## src/rtl/fetch_unit.sv

```systemverilog
// Instruction-fetch stage: owns the fetch PC, issues one-at-a-time word reads and buffers returns in a small queue.
// Optional macro FETCH_MISALIGN_CHECK_EN flags and blocks fetch on redirects to non-word-aligned targets.
module fetch_unit #(
    parameter logic [31:0] RESET_PC = 32'h0000_0000,
    parameter int          QDEPTH   = 2
) (
    input  logic        clk,
    input  logic        reset,
    output logic        imem_req,
    output logic [31:0] imem_addr,
    input  logic        imem_gnt,
    input  logic        imem_rvalid,
    input  logic [31:0] imem_rdata,
    output logic [31:0] Instr,
    output logic [31:0] PC,
    output logic [31:0] PCPlus4,
    output logic        valid,
    input  logic        ready,
    input  logic        PCSrc,
    input  logic [31:0] PCTarget,
    output logic        misaligned
);
    localparam int PW = (QDEPTH > 1) ? $clog2(QDEPTH) : 1;
    localparam int CW = $clog2(QDEPTH + 1);
    localparam logic [31:0] NOP = 32'h0000_0013;

    // Handshakes: a request is accepted when imem_req && imem_gnt on the same edge;
    // decode takes the head when valid && ready; a redirect (PCSrc) overrides both.
    typedef enum logic [1:0] {S_REQ, S_WAIT, S_DROP} state_t;

    state_t        r_state;
    state_t        w_next;
    logic [31:0]   r_fpc;
    logic [31:0]   r_infl_addr;
    logic [31:0]   r_q_instr [QDEPTH];
    logic [31:0]   r_q_pc    [QDEPTH];
    logic [PW-1:0] r_rd_ptr;
    logic [PW-1:0] r_wr_ptr;
    logic [CW-1:0] r_count;
    logic          w_empty;
    logic          w_has_room;
    logic          w_grant;
    logic          w_push;
    logic          w_pop;
    logic [31:0]   w_target;

`ifdef FETCH_MISALIGN_CHECK_EN
    logic r_misaligned;

    always_ff @(posedge clk or posedge reset) begin
        if (reset) begin
            r_misaligned <= 1'b0;
        end else if (PCSrc) begin
            r_misaligned <= |PCTarget[1:0];
        end
    end

    assign w_target   = PCTarget;
    assign misaligned = r_misaligned;
`else
    assign w_target   = PCTarget & 32'hFFFF_FFFC;
    assign misaligned = 1'b0;
`endif

    assign w_empty    = (r_count == '0);
    assign w_has_room = (r_count < CW'(QDEPTH));
    // A grant only counts when a request was eligible; it is honoured even if a redirect lands on it.
    assign w_grant    = (r_state == S_REQ) && imem_gnt && w_has_room && !misaligned;
    assign w_push     = (r_state == S_WAIT) && imem_rvalid && !PCSrc;
    assign w_pop      = valid && ready;

    assign imem_req  = !reset && (r_state == S_REQ) && w_has_room && !misaligned && !PCSrc;
    assign imem_addr = r_fpc;
    assign valid     = !w_empty && !PCSrc;
    assign Instr     = w_empty ? NOP : r_q_instr[r_rd_ptr];
    assign PC        = w_empty ? 32'h0 : r_q_pc[r_rd_ptr];
    assign PCPlus4   = PC + 32'd4;

    always_comb begin
        w_next = r_state;
        case (r_state)
            S_REQ:   if (w_grant) w_next = PCSrc ? S_DROP : S_WAIT;
            S_WAIT: begin
                if (imem_rvalid)  w_next = S_REQ;
                else if (PCSrc)   w_next = S_DROP;
            end
            S_DROP:  if (imem_rvalid) w_next = S_REQ;
            default: w_next = S_REQ;
        endcase
    end

    always_ff @(posedge clk or posedge reset) begin
        if (reset) begin
            r_state     <= S_REQ;
            r_fpc       <= RESET_PC;
            r_infl_addr <= RESET_PC;
        end else begin
            r_state <= w_next;
            if (w_grant) r_infl_addr <= r_fpc;
            if (PCSrc)        r_fpc <= w_target;
            else if (w_grant) r_fpc <= r_fpc + 32'd4;
        end
    end

    always_ff @(posedge clk or posedge reset) begin
        if (reset) begin
            r_rd_ptr <= '0;
            r_wr_ptr <= '0;
            r_count  <= '0;
        end else if (PCSrc) begin
            r_rd_ptr <= '0;
            r_wr_ptr <= '0;
            r_count  <= '0;
        end else begin
            if (w_push) r_wr_ptr <= r_wr_ptr + 1'b1;
            if (w_pop)  r_rd_ptr <= r_rd_ptr + 1'b1;
            case ({w_push, w_pop})
                2'b10:   r_count <= r_count + 1'b1;
                2'b01:   r_count <= r_count - 1'b1;
                default: r_count <= r_count;
            endcase
        end
    end

    // Queue storage needs no reset: entries are only read while count covers them.
    always_ff @(posedge clk) begin
        if (w_push) begin
            r_q_instr[r_wr_ptr] <= imem_rdata;
            r_q_pc[r_wr_ptr]    <= r_infl_addr;
        end
    end
endmodule

```

## config.mk

```make
export PLATFORM = sky130hd
export DESIGN_NAME = fetch_unit
export DESIGN_NICKNAME = d
export VERILOG_FILES = /design/src/rtl/fetch_unit.sv
export SDC_FILE = /design/constraint.sdc
export NUM_CORES = 1
export LEC_CHECK = 0
export CAP_MARGIN = 20
export CORE_MARGIN = 1
export CORE_UTILIZATION = 54
export DETAILED_ROUTE_END_ITERATION = 7
export PLACE_DENSITY = 0.85
export SYNTH_ARGS = -nofsm -noshare
export SYNTH_HDL_FRONTEND = slang
export SYNTH_SLANG_ARGS = --single-unit
```

## constraint.sdc

```tcl
create_clock -name clk -period 8.96 [get_ports clk]
set_clock_uncertainty 0.15 [all_clocks]
set_input_delay 1.344 -clock clk [delete_from_list [all_inputs] [get_ports clk]]
set_output_delay 1.344 -clock clk [all_outputs]
set_load 0.03 [all_outputs]
```

==> impl_metrics.ini <==
[detailed_routing]
vias = 5884
drc = 0
drtAntennaViolNets = 0
wl_per_cell_microns = 17.8
drt-total-wl_mm = 19.3
routed_via_density = 5.41
initialDrtViolationCount = 445
first_pass_iters = 5

[yosys]
synthDistinctLibCells = 44
synthArstFlopShare_pct = 34.7
synth_compound_gate_area_share_pct = 3.57
synthSimpleGateAreaFrac_pct = 14.1
synth_seq_area_share_pct = 61.6
muxShareOfSynthArea_pct = 11.2
synth_adder_area_share_pct = 0.287
synthXorXnorAreaFrac_pct = 6.02
synthCells = 671
synth_top_family_by_area = simple AND/OR/NAND/NOR gates
synth-edff-count = 124
ys_seq_elements = 190
synth_top_flop_cell = edfxtp_1
netlist_area_sq_mm = 0.00873
avgSynthCellArea_sq_um = 13.0
ys.warnings.count = 0

[cts]
cts-root-buf = clkbuf_16
cts_tree = done
cts_buffer_depth = 2
clock_sinks = 190
post_cts_resized = 0
numCtsBuffers = 17
htree_num_levels = 4
clock_latency_ns = 0.43
ctsHoldBuffers = 0
path_clk_slew_ns = 0.07
post_cts_buffers = 0

[power]
irDropWorstVdd_mv = 0.162
power_leakage_nw = 3.95
design_power_total_mw = 2.15
p_per_area_mw_per_mm2 = 189

[sta]
final.setup.tns_ns = 0
hold_violations = 0
max_slew_margin_pct = 44.3
layout_min_cycle_time_ns = 5.70
max_freq_mhz = 176
finalSetupViolCount = 0
slew_violations = 0
rsz0062_at_grt = false
tightest_slew_ns = 0.836
min_period_over_period_pct = 63.6

[global_routing]
antenna_found_initial = 0
grt_overflow = 0
grt_pass1_vias = 5760
track_usage_pct = 23.6
grt_max_degree = 70
grt_first_pass_wirelength_mm = 30.0

[floorplan]
initial_core_util_pct = 55.2
die_area_sq_mm = 0.0167
die_w_microns = 129
fp-row-count = 46
die_height_microns = 129
ios = 201
core-area_sq_mm = 0.0158

[worst_setup_path]
cp-start-kind = flop
rr_worst_depth = 6
worstPathRequired_ns = 7.47
crit_fanout = 47
end_kind = output pin
critical_path_arrival_ns = 4.20
worstSetupPathType = flop to output pin

[min_path]
holdPathStages = 0
hold_path_class = flop to flop

[place]
dp_hpwl_mm = 13.4
port_buffers = 191
place_area_sq_mm = 0.0108
gp_congestion = 0.812

[cells_and_area]
diodes = 0
final_common_cell = clkdlybuf4s50_1
seq_area_sq_mm = 0.00538
fillers = 1051
drive_above_1_share_pct = 12.5
design_area_sq_mm = 0.0114
multi_input_area_sq_mm = 0.00311
nNetsFinal = 930
final_cell_mix = clkdlybuf4s50_1, edfxtp_1, nor2_1
syn2layout_area_growth_pct = 30.1

[job]
cap_violations = 0

[status]
run_status = completed
[sequential cells by signal (all words and copies together) (netlist names)]
name	cells
r_state	2
r_infl_addr	30
r_count	2
r_q_instr	64
r_rd_ptr	1
imem_addr	30
r_wr_ptr	1
r_q_pc	60
[cells by family after synthesis]
logic type,Yosys count
other,1
DFF,190
xor gates and xnor gates,60
muxes,94
buffers and inverters,51
adders and majority gates,2
AOI/OAI and AO/OA,45
and+or+nand+nor,228
[worst paths after layout]
kind	startpoint	endpoint	slack, ns
setup / recovery	r_count[1]	PCPlus4[14]	3.26
hold / removal	r_infl_addr[11]	r_q_pc[1][11]	0.32
setup reg to reg	r_count[1]	imem_addr[29]	5.99
hold reg to reg	r_infl_addr[11]	r_q_pc[1][11]	0.32
max in group asynchronous	reset	r_rd_ptr	6.70
min in group asynchronous	reset	imem_addr[3]	1.35
[per-stage QoR]
| stage | util (%) | std cells | hold slack (ns) | setup slack (ns) |
|---|---|---|---|---|
| finish | 71.8 | 1087 | 0.322 | 3.26 |
| global route | 71.8 | 1087 | 0.340 | 3.06 |
| CTS | 71.8 | 1087 | 0.331 | 3.30 |
| detailed placement | 68.1 | 1055 | 0.316 | 3.76 |
| global placement | 68.1 | 1055 | 0.302 | 3.89 |
| floorplan | - | 677 | 0.288 | 1.99 |
[power by group]
part,total [mW],internal [mW],switching (mW)
clock network,0.734,0.392,0.342
registers,1.11,1.03,0.0789
logic,0.301,0.146,0.155
[worst max-delay path, cell delays in order (launching register included)]
cell and delay, ns:
dfrtp_1 0.57, nor2_4 0.21, buf_4 0.37, nor2_1 0.26
ha_1 0.26, o21ai_0 0.17, a211oi_2 0.41, nand2_2 0.28
nor3_1 0.30, xor2_1 0.23, clkdlybuf4s50_1 0.70
[final cells by class]
| cell class | instances | share of cell area [%] |
|---|---|---|
| repair buffers | 200 | 17.4 |
| multi-input cells | 436 | 27.4 |
| flip-flops and latches | 190 | 47.4 |
| clock buffers | 17 | 3.75 |
| clock inverters | 15 | 1.35 |
| well taps | 216 | 2.38 |
| inverters | 13 | 0.430 |
[Yosys cell counts, drive strengths merged, types with 3 or more instances]
cell type | instances | area [sq um]
a211oi | 7 | 118
a21oi | 3 | 15.0
and2 | 3 | 18.8
and4 | 6 | 52.6
buf | 29 | 199
clkbuf | 9 | 33.8
dfrtp | 66 | 1650
edfxtp | 124 | 3720
inv | 13 | 48.8
mux2 | 32 | 360
mux2i | 62 | 621
nand2 | 56 | 215
nand3 | 23 | 125
nand3b | 8 | 97.6
nand4 | 10 | 83.8
nor2 | 75 | 299
nor2b | 4 | 25.0
nor3 | 26 | 140
nor4 | 9 | 100
o21ai | 34 | 170
xnor2 | 32 | 280
xor2 | 28 | 245
[routing by layer]
layer	vias to the layer above	global-route usage, %	routed length, microns
met3	37	4.95	1330
met5	-	0	0
met2	233	38.9	9220
li1	2753	-	-
met1	2861	31.1	8380
met4	0	8.51	382
(Power assumes the default switching activity.)
